==> config.mk <==
export PLATFORM = sky130hd
export DESIGN_NAME = dma_desc_fifo
export DESIGN_NICKNAME = d
export VERILOG_FILES = /design/src/rtl/dma_fifo_pkg.sv /design/src/rtl/dma_desc_assembler.sv /design/src/rtl/dma_desc_fifo.sv
export SDC_FILE = /design/constraint.sdc
export NUM_CORES = 1
export LEC_CHECK = 0
export ABC_AREA = 1
export CAP_MARGIN = 25
export CORE_UTILIZATION = 37
export CTS_CLUSTER_DIAMETER = 80
export DETAILED_ROUTE_END_ITERATION = 6
export MAX_ROUTING_LAYER = met4
export SYNTH_ARGS = -nofsm -noshare
export SYNTH_HDL_FRONTEND = slang
export SYNTH_SLANG_ARGS = --single-unit
==> constraint.sdc <==
create_clock -name clk -period 9.57 [get_ports clk]
set_input_delay 1.914 -clock clk [delete_from_list [all_inputs] [get_ports clk]]
set_output_delay 1.914 -clock clk [all_outputs]
set_load 0.1 [all_outputs]
==> src/rtl/dma_fifo_pkg.sv <==
// Shared constants, the default descriptor entry type and a width helper
// for the DMA descriptor FIFO.
package dma_fifo_pkg;

    localparam int DMA_FIFO_WORD_W = 32;
    localparam int DMA_FIFO_WPE    = 3;
    localparam int DMA_FIFO_DEPTH  = 16;

    // One packed descriptor entry: word k lives in element [k].
    typedef logic [DMA_FIFO_WPE-1:0][DMA_FIFO_WORD_W-1:0] dma_desc_t;

    // Width needed to count 0..depth inclusive.
    function automatic int fifo_cnt_w(input int depth);
        return $clog2(depth) + 1;
    endfunction

endpackage

==> src/rtl/dma_desc_assembler.sv <==
// Packs word-serial descriptor words into one entry. Holds the partial
// entry and the slot index; raises commit_o on the accept that supplies the
// last word, with that word forwarded straight from word_i into entry_o.
module dma_desc_assembler
    import dma_fifo_pkg::*;
#(
    parameter int WORD_W          = DMA_FIFO_WORD_W,
    parameter int WORDS_PER_ENTRY = DMA_FIFO_WPE,
    parameter int IDX_W           = $clog2(WORDS_PER_ENTRY) + 1
) (
    input  logic                              clk,
    input  logic                              rst,
    input  logic                              flush_i,
    input  logic                              accept_i,
    input  logic [WORD_W-1:0]                 word_i,
    output logic [IDX_W-1:0]                  idx_o,
    output logic                              commit_o,
    output logic [WORDS_PER_ENTRY*WORD_W-1:0] entry_o
);

    localparam logic [IDX_W-1:0] LAST_IDX = IDX_W'(WORDS_PER_ENTRY - 1);

    logic [IDX_W-1:0] idx_q;

    // Slot index: advances per accepted word, wraps after the last slot,
    // and is cleared by flush so a partial entry is simply forgotten.
    always_ff @(posedge clk or posedge rst) begin
        if (rst) begin
            idx_q <= '0;
        end else if (flush_i) begin
            idx_q <= '0;
        end else if (accept_i) begin
            idx_q <= (idx_q == LAST_IDX) ? '0 : idx_q + IDX_W'(1);
        end
    end

    assign idx_o    = idx_q;
    assign commit_o = accept_i && (idx_q == LAST_IDX);

    if (WORDS_PER_ENTRY > 1) begin : g_multi
        logic [WORD_W-1:0] asm_q [WORDS_PER_ENTRY-1];

        // Capture every word except the last one into its slot register.
        always_ff @(posedge clk or posedge rst) begin
            if (rst) begin
                for (int k = 0; k < WORDS_PER_ENTRY - 1; k++) asm_q[k] <= '0;
            end else if (accept_i) begin
                for (int k = 0; k < WORDS_PER_ENTRY - 1; k++) begin
                    if (idx_q == IDX_W'(k)) asm_q[k] <= word_i;
                end
            end
        end

        // Full entry view: stored words plus the incoming last word.
        always_comb begin
            entry_o = '0;
            for (int k = 0; k < WORDS_PER_ENTRY - 1; k++) begin
                entry_o[k*WORD_W +: WORD_W] = asm_q[k];
            end
            entry_o[(WORDS_PER_ENTRY-1)*WORD_W +: WORD_W] = word_i;
        end
    end else begin : g_single
        assign entry_o = word_i;
    end

endmodule

==> src/rtl/dma_desc_fifo.sv <==
// Multi-word descriptor FIFO for the DMA datapath. Words are assembled into
// entries by dma_desc_assembler; this level owns the entry memory, the
// read/write pointers, the occupancy count, status flags and overflow error.
module dma_desc_fifo
    import dma_fifo_pkg::*;
#(
    parameter int WORD_W          = DMA_FIFO_WORD_W,
    parameter int WORDS_PER_ENTRY = DMA_FIFO_WPE,
    parameter int DEPTH           = DMA_FIFO_DEPTH,
    parameter int AFULL_THRESH    = 14
) (
    input  logic                                   clk,
    input  logic                                   rst,
    input  logic                                   flush_i,
    input  logic                                   wr_valid_i,
    output logic                                   wr_ready_o,
    input  logic [WORD_W-1:0]                      wr_data_i,
    output logic [$clog2(WORDS_PER_ENTRY):0]       wr_idx_o,
    output logic                                   rd_valid_o,
    input  logic                                   rd_ready_i,
    output logic [WORDS_PER_ENTRY*WORD_W-1:0]      rd_data_o,
    output logic [fifo_cnt_w(DEPTH)-1:0]           count_o,
    output logic                                   full_o,
    output logic                                   empty_o,
    output logic                                   afull_o,
    output logic                                   ovf_err_o
);

    localparam int ENTRY_W = WORDS_PER_ENTRY * WORD_W;
    localparam int PTR_W   = $clog2(DEPTH);
    localparam int CNT_W   = fifo_cnt_w(DEPTH);
    localparam int IDX_W   = $clog2(WORDS_PER_ENTRY) + 1;

    logic [ENTRY_W-1:0] mem [DEPTH];
    logic [PTR_W-1:0]   wr_ptr_q;
    logic [PTR_W-1:0]   rd_ptr_q;
    logic [CNT_W-1:0]   count_q;
    logic               ovf_q;

    logic               accept;
    logic               pop;
    logic               commit;
    logic [ENTRY_W-1:0] entry;

    assign full_o     = (count_q == CNT_W'(DEPTH));
    assign empty_o    = (count_q == '0);
    assign afull_o    = (count_q >= CNT_W'(AFULL_THRESH));
    assign count_o    = count_q;
    assign ovf_err_o  = ovf_q;

    // Flush blocks the write port for that cycle so no word sneaks in.
    assign wr_ready_o = !full_o && !flush_i;
    assign rd_valid_o = !empty_o;
    assign rd_data_o  = empty_o ? '0 : mem[rd_ptr_q];

    assign accept = wr_valid_i && wr_ready_o;
    assign pop    = rd_valid_o && rd_ready_i && !flush_i;

    dma_desc_assembler #(
        .WORD_W          (WORD_W),
        .WORDS_PER_ENTRY (WORDS_PER_ENTRY),
        .IDX_W           (IDX_W)
    ) u_asm (
        .clk      (clk),
        .rst      (rst),
        .flush_i  (flush_i),
        .accept_i (accept),
        .word_i   (wr_data_i),
        .idx_o    (wr_idx_o),
        .commit_o (commit),
        .entry_o  (entry)
    );

    // Entry storage is intentionally not reset; it is only read when valid.
    always_ff @(posedge clk) begin
        if (commit) mem[wr_ptr_q] <= entry;
    end

    // Pointers wrap naturally; fullness is judged from the count instead.
    always_ff @(posedge clk or posedge rst) begin
        if (rst) begin
            wr_ptr_q <= '0;
            rd_ptr_q <= '0;
        end else if (flush_i) begin
            wr_ptr_q <= '0;
            rd_ptr_q <= '0;
        end else begin
            if (commit) wr_ptr_q <= wr_ptr_q + PTR_W'(1);
            if (pop)    rd_ptr_q <= rd_ptr_q + PTR_W'(1);
        end
    end

    // Occupancy: a simultaneous commit and pop leaves the count unchanged.
    always_ff @(posedge clk or posedge rst) begin
        if (rst) begin
            count_q <= '0;
        end else if (flush_i) begin
            count_q <= '0;
        end else if (commit && !pop) begin
            count_q <= count_q + CNT_W'(1);
        end else if (!commit && pop) begin
            count_q <= count_q - CNT_W'(1);
        end
    end

    // Sticky overflow: a word offered while the FIFO could not take it.
    always_ff @(posedge clk or posedge rst) begin
        if (rst) begin
            ovf_q <= 1'b0;
        end else if (flush_i) begin
            ovf_q <= 1'b0;
        end else if (wr_valid_i && !wr_ready_o) begin
            ovf_q <= 1'b1;
        end
    end

endmodule

### Word-level counts from Yosys, hierarchy flattened

Memories as Yosys holds them, arrays and structs flattened.
Index checks and enable logic that the tools add are counted.

| cells by class | value |
|---|---|
| add/subtract/negate cells | 5 |
| magnitude comparators | 1 |
| equal/unequal tests | 3 |
| multiplexer cells | 15 |
| reductions and logical operators | 23 |

Operators with widths:

| kind | number |
|---|---|
| two-way mux 96 bit | 1 |
| two-way mux 4 bit | 4 |
| two-way mux 5 bit | 3 |
| two-way mux 3 bit | 3 |
| adder 4 x 1 -> 4 bit, second input constant | 2 |
| logical AND 1 bit | 8 |
| nonzero test 2 bit | 4 |
| logical NOT 1 bit | 6 |
| adder 5 x 1 -> 5 bit, second input constant | 1 |
| == test 5 bit, second input constant | 1 |
| >= comparator 5 x 4 -> 1 bit, second input constant | 1 |
| logical NOT 5 bit | 1 |
| subtractor 5 x 1 -> 5 bit, second input constant | 1 |
| two-way mux 1 bit | 4 |
| AND reduction 2 bit | 2 |
| adder 3 x 1 -> 3 bit, second input constant | 1 |
| == test 3 x 1 -> 1 bit, second input constant | 1 |
| == test 3 x 2 -> 1 bit, second input constant | 1 |
| logical NOT 3 bit | 1 |
| nonzero test 3 bit | 1 |

| word-level totals | value |
|---|---|
| flip-flop bits (word level) | 81 |
| memory bits (writable) | 1536 |
| bits of input ports | 37 |
| output and inout bits | 110 |
| word-level logic and storage cells | 55 |
| memories | 1 |

Memories:

| memory | words | bits a word | rd ports | clocked after memory_dff | wr ports | line | source |
|---|---|---|---|---|---|---|---|
| mem | 16 | 96 | 1 | 0 | 1 | dma_desc_fifo.sv:34 | `logic [ENTRY_W-1:0] mem [DEPTH];` |

### Longest topological paths before layout

Gate-level depths: netlist (run 1).

| logic depth | value |
|---|---|
| depth in word-level cells | 10 |
| gate-level depth with buffers | 16 |
| depth with buffers taken out | 16 |

### By module

Synthesis (run 1) repeated with hierarchy kept, for this count alone.

| unflattened totals | value |
|---|---|
| cells, all modules | 5704 |
| area, all modules | 65490.3 um^2 |

By module, submodules not included:

| module | instances | cells an instance | area an instance (um^2) | sequential area each (um^2) |
|---|---|---|---|---|
| dma_desc_fifo | 1 | 5367 | 62583.8 | 46474.6 |
| dma_desc_assembler | 1 | 337 | 2906.5 | 1676.6 |

### Least setup slack after synthesis (run 1)

OpenSTA, ideal clock, no wires.

| timing path | value |
|---|---|
| kind | input -> register |
| start point | input port flush_i |
| end point | memory mem[11][0] (netlist name), enable pin |
| setup time | 669 ps |
| arrival time | 8939 ps |
| required time | 8901 ps |
| slack | -38 ps |
| stages on the path | 5 |
| path buffers | 0 |
| path through | inv_2 > nand3_4 > nor2_4 > nand2_1 > nor3_1 |

| on the way | value |
|---|---|
| cells in the longest elaborated chain, start to end | 6 |

RTL lines:

| element | line | source |
|---|---|---|
| from (decl) | dma_desc_fifo.sv:14 | `input logic flush_i,` |
| logical NOT 1 bit | dma_desc_fifo.sv:52 | `assign wr_ready_o = !full_o && !flush_i;` |
| logical AND 1 bit | dma_desc_fifo.sv:52 |  |
| logical AND 1 bit | dma_desc_fifo.sv:56 | `assign accept = wr_valid_i && wr_ready_o;` |
| logical AND 1 bit | dma_desc_assembler.sv:38 | `assign commit_o = accept_i && (idx_q == LAST_IDX);` |
| two-way mux 1 bit | dma_desc_fifo.sv:76 | `if (commit) mem[wr_ptr_q] <= entry;` |
| two-way mux 1 bit (not written as such) | dma_desc_fifo.sv:76 |  |
| to (decl) | dma_desc_fifo.sv:34 |  |

Every way passes these cells.

### Final worst setup path (run 1)

| timing path | value |
|---|---|
| start point | register rd_ptr_q[1] |
| end point | output port rd_data_o[58] |

| on the way | value |
|---|---|
| cells in the longest elaborated chain, start to end | 2 |

RTL lines:

| element | line | source |
|---|---|---|
| from (decl) | dma_desc_fifo.sv:36 | `logic [PTR_W-1:0] rd_ptr_q;` |
| from (signal assigned) | dma_desc_fifo.sv:89 | `if (pop) rd_ptr_q <= rd_ptr_q + PTR_W'(1);` |
| memory (16 x 96 bit) | n/a |  |
| two-way mux 96 bit | dma_desc_fifo.sv:54 | `assign rd_data_o = empty_o ? '0 : mem[rd_ptr_q];` |
| to (decl) | dma_desc_fifo.sv:21 | `output logic [WORDS_PER_ENTRY*WORD_W-1:0] rd_data_o,` |

Every way passes these cells.

==> results of run 1 <==
==> stage by stage <==
| step | utilization | setup slack [ps] |
|---|---|---|
| floorplan | - | 2560 |
| global placement | 0.396 | 2640 |
| detailed placement | 0.397 | 2630 |
| CTS | 0.427 | 1770 |
| global route | 0.428 | 1690 |
| finish | 0.428 | 1900 |
==> flip-flops by register name, summed over array words and instances (netlist names) <==
signal and flops:
wr_ptr_q 4, u_asm.idx_o 3, u_asm.entry_o 64, ovf_err_o 1
mem 1536, count_o 5, rd_ptr_q 4
==> layout by cell type (no fill, tap or decap), types with 2 or more instances in the layout <==
cell type,count
edfxtp_1,1536
nor2_1,1161
o21ai_0,771
o211ai_1,384
nand3_1,206
clkbuf_16,173
clkdlybuf4s50_1,146
a21oi_1,104
nand2_1,103
inv_1,77
dfrtp_1,77
o21ai_1,71
buf_4,53
clkbuf_1,51
clkinv_1,36
clkinv_2,22
buf_12,17
nor2_4,16
clkbuf_8,15
ha_1,9
diode_2,7
inv_6,7
bufinv_16,4
dfrtp_4,4
inv_8,3
buf_16,3
inv_2,2
nor3_4,2
nand4_1,2
xor2_1,2
xnor2_1,2
clkinv_4,2
clkinvlp_4,2
==> per-layer routing <==
layer  global-route usage  part of all wire  vias up
li1                     -                 -    18000
met1                0.283              0.43    20200
met2                0.323              0.48     1420
met3               0.0301             0.066      261
met4               0.0557             0.024        0
met5                    -                 0        -
==> how the worst max path moves through the flow <==
stage                           start       endpoint  cells after the start  slack (ps)
after global routing      rd_ptr_q[1]  rd_data_o[54]                      7        1690
after detailed placement  rd_ptr_q[0]  rd_data_o[88]                      7        2630
after CTS                 rd_ptr_q[0]  rd_data_o[88]                      7        1770
after floorplan               flush_i     mem[15][0]                      5        2560
final                     rd_ptr_q[1]  rd_data_o[58]                      7        1900
after global placement    rd_ptr_q[0]  rd_data_o[88]                      9        2640
==> report_power, final <==
part | switching, mW | total, mW | internal (mW) | leakage (nW)
sequential | 0.625 | 9.08 | 8.46 | 14.9
clock | 2.67 | 6.22 | 3.55 | 2.56
combinational | 4.48 | 5.75 | 1.27 | 5.74
total | 7.78 | 21.1 | 13.3 | 23.2
==> final cells by class <==
type                       instances  area share
clock inverter                    74     0.00698
timing repair buffer             220      0.0316
sequential                      1617       0.662
tap                             2295      0.0395
clock buffer                     239      0.0649
antenna                            7    0.000241
multi-input combinational       2838       0.190
inverter                          85     0.00486
==> worst register-to-register path: cells and delay by family (launching register included) <==
family	cells	cell delay (ps)
buffers and inverters	3	1180
flip-flops	1	410
AND/OR/NAND/NOR	5	1540
==> cell usage after synthesis (71+ instances only) <==
cell type	instances
edfxtp_1	1536
dfrtp_1	81
nor2_1	1176
nand3_1	206
nand2_1	103
o21ai_1	71
inv_1	78
clkbuf_1	186
buf_2	100
o211ai_1	384
o21ai_0	771
a21oi_1	104
==> kinds of logic after synthesis <==
logic type      after synthesis  share of synthesized area
fa+ha+maj                    10                    0.00208
xor+xnor                      4                   0.000550
buf+inv                     430                     0.0295
compound gates             1331                      0.120
flops                      1617                      0.755
simple gates               1493                     0.0930
==> impl_metrics.ini, run 1 <==
[setup_path]
r2r_setup_slack_ps = 5960
worst_setup_path_start_kind = flip-flop
crit_fanout = 192
end_kind = output port
cp.required_ps = 7660
crit_slowest_cell = clkdlybuf4s50_1
rr_worst_depth = 8
arrival_ps = 5760
worstPathCellList = buf_4, buf_12, o21ai_0, o211ai_1, nand3_1, a21oi_1, clkdlybuf4s50_1
crit_type = reg -> out
slowest_delay_ps = 1250
r2r-start = u_asm.idx_o[0]
crit_buf_inv = 3
crit_family = buffers and inverters
r2r_end = mem[10][32]

[die]
num_rows = 151
die_y_um = 417
dieArea_mm2 = 0.174
ioPinCount = 147
die_width_um = 417
start_util = 0.374
core_area_mm2 = 0.170

[clock_network]
htree_levels = 4
cts_made_buffers = 167
hold_buffers = 0
clk_pin_slew_ps = 60
cts_tree = yes
ctsResizeCount = 0
cts_root_buf = clkbuf_16
clk_path_buf_depth = 3
cts.sinks = 1617
clock_latency_ps = 790
cts_setup_buffers = 0

[yosys]
synth_cell_types = 31
synth_seq_area_share = 0.755
async_reset_ff_frac = 0.0501
synth_area_mm2 = 0.0637
netlist.area_leader.share = 0.724
syn_avg_cell_area_um2 = 13.0
synthTopCellsByArea = edfxtp_1, nor2_1, o21ai_0
synth_top_area_cell = edfxtp_1
yosysWarnings = 0
syn_inst = 4885
synth_edf_count = 1536
ys_ff_latch = 1617
syn-num-nets = 4932
ys.flop_type = edfxtp_1

[pwr]
ir_drop_uv = 284
leakagePower_nw = 23.2
fin_total_pwr_mw = 21.1
power_density_mw_per_mm2 = 289

[routing]
firstDrtPassIters = 6
drc = 0
wl_per_cell_um = 24.0
drt_iter0_markers = 4434
via_count = 40000
drtAntennaViolNets = 0
routed_wl_um = 177000
routed_via_density = 5.42

[outcome]
status = finished clean

[place]
gp_congestion = 0.783
place_hpwl_um = 85900
placed_area_mm2 = 0.0675
post-place-cells = 7054
portBuffers = 146

[min_path]
hold_path.startpoint = ovf_err_o
hold_class = reg -> reg
min_to = ovf_err_o
min_path_cells = 2

[timing]
hold_violations = 0
clock_skew_ps = 21.2
timing.final.crit_share = 0.801
finalSetupViolCount = 0
tns_ps = 0
slew_headroom = 0.205
fmax_mhz = 130
fin_hold_ws_ps = 521
tightest_slew_ps = 1190
final.min_clock_period_ps = 7670
rsz0062_at_grt = no
slew_viol_final = 0

[job]
drv_cap = 0

[final_layout]
fin_cells = 7375
num-nets-final = 4976
seq_area_mm2 = 0.0482
fin_area_mm2 = 0.0728
fillers = 15300
synthToLayoutAreaGrowth_pct = 14.2
final_layout_size_suffix_gt1_frac = 0.0656
multi_input_area_mm2 = 0.0138

[grt]
globalRouteTotalUtil = 0.207
overflow = 0
grt_pass1_vias = 38000
grt_first_pass_wirelength_um = 260000
grt_max_degree = 195
antenna_found_initial = 11
(Power assumes the default switching activity.)
==> inputs of run 2 (changes only) <==
clock period = 7.1 ns   (was 9.57 ns; I/O delays follow)
==> impl_metrics.ini, run 2 (synthesis results as in run 1) <==
[outcome]
status = finished with violations
violations = slew limit

[final_layout]
num-nets-final = 4994
synthToLayoutAreaGrowth_pct = 14.3
final_common_cell = edfxtp_1
final_layout_size_suffix_gt1_frac = 0.0778
fillers = 15300
final_cell_mix = edfxtp_1, nor2_1, o21ai_0, o211ai_1, nand3_1
multi_input_area_mm2 = 0.0138
seq_area_mm2 = 0.0482
top_register = mem
largest_register_ffs = 1536

[clock_network]
clk_pin_slew_ps = 60
cts_tree = yes
cts_setup_buffers = 0
clock_latency_ps = 780
cts_root_buf = clkbuf_16
cts_made_buffers = 159
clk_path_buf_depth = 3
cts.sinks = 1617
ctsResizeCount = 0
hold_buffers = 0
htree_levels = 4

[setup_path]
crit_slowest_cell = clkdlybuf4s50_1
end_kind = output port
arrival_ps = 4960
worst_setup_path_start_kind = flip-flop
cp.required_ps = 5680
worstPathCellList = buf_12, o21ai_0, o211ai_1, nand3_1, a21oi_1, clkdlybuf4s50_1
crit_type = reg -> out
crit_fanout = 230
slowest_delay_ps = 1240

[grt]
globalRouteTotalUtil = 0.206
grt_first_pass_wirelength_um = 258000
grt_pass1_vias = 38100
antenna_found_initial = 14
overflow = 0
grt_max_degree = 231

[timing]
slew_viol_final = 91
fmax_mhz = 157
clock_skew_ps = 22.0
final.min_clock_period_ps = 6380
timing.final.crit_share = 0.899
rsz0062_at_grt = no
hold_violations = 0
layout_setup_ws_ps = 718
tightest_slew_ps = 1570
finalSetupViolCount = 0
slew_headroom = -0.0434
tns_ps = 0

[routing]
via_count = 40000
drc = 0
drtAntennaViolNets = 0
drt_iter0_markers = 4054
routed_wl_um = 176000
firstDrtPassIters = 5
routed_via_density = 5.43
wl_per_cell_um = 23.9

[place]
place_ws_ps = 1760
portBuffers = 146
gp_congestion = 0.785
place_hpwl_um = 86900

[die]
die_width_um = 417
dieArea_mm2 = 0.174
num_rows = 151
die_y_um = 417
ioPinCount = 147
start_util = 0.374
core_area_mm2 = 0.170

[min_path]
hold_class = reg -> reg

[job]
drv_cap = 0

[pwr]
ir_drop_uv = 347
power_density_mw_per_mm2 = 387
leakagePower_nw = 23.3
[run 2: report_power, final]
group / switching [mW] / leakage (nW) / internal, mW / total, mW
clock: 3.48 / 2.48 / 4.74 / 8.22
sequential: 0.817 / 14.9 / 11.4 / 12.2
combinational: 6.09 / 5.96 / 1.67 / 7.77
[run 2: worst paths after layout]
kind / start / slack, ps / cells after the start / to
max in group asynchronous: rst / 4710 / 3 / u_asm.entry_o[16]
worst min-delay path: ovf_err_o / 520 / 2 / ovf_err_o
min in group asynchronous: rst / 1130 / 2 / u_asm.entry_o[60]
worst min register to register: ovf_err_o / 520 / 2 / ovf_err_o
worst max register to register: u_asm.idx_o[1] / 3980 / 7 / mem[8][46]
worst max-delay path: rd_ptr_q[0] / 720 / 6 / rd_data_o[59]
[run 2: cell type report]
class / instances / share of cell area
Antenna cell: 8 / 0.000275
Clock buffer: 236 / 0.0632
Clock inverter: 55 / 0.00629
Inverter: 85 / 0.00486
Multi-Input combinational cell: 2838 / 0.190
Sequential cell: 1617 / 0.661
Tap cell: 2295 / 0.0394
Timing Repair Buffer: 246 / 0.0349
[run 2: routing by layer]
layer / share of wire / global-route usage / vias up
met3: 0.064 / 0.0291 / 289
met5: 0 / - / -
met1: 0.41 / 0.264 / 20300
met4: 0.028 / 0.0644 / 0
li1: - / - / 18100
met2: 0.49 / 0.339 / 1429
[run 2: through the flow]
| step | hold slack [ps] | area (um^2) | utilization | std cells | total power [mW] |
|---|---|---|---|---|---|
| global placement | 491 | 67700 | 0.398 | 7076 | 20.1 |
| detailed placement | 496 | 67700 | 0.398 | 7078 | 20.2 |
| floorplan | 477 | 63800 | - | 4885 | 17.8 |
| finish | 516 | 72900 | 0.428 | 7380 | 28.2 |
| global route | 558 | 72900 | 0.428 | 7380 | 29.2 |
| CTS | 513 | 72800 | 0.427 | 7369 | 28.4 |
[run 2: worst max-delay path, delay by kind of cell, from the launching register on]
family | cells | cell delay (ps)
flip-flops | 1 | 700
AO/OA/AOI/OAI | 3 | 1000
buffers and inverters | 2 | 1700
AND/OR/NAND/NOR | 1 | 100
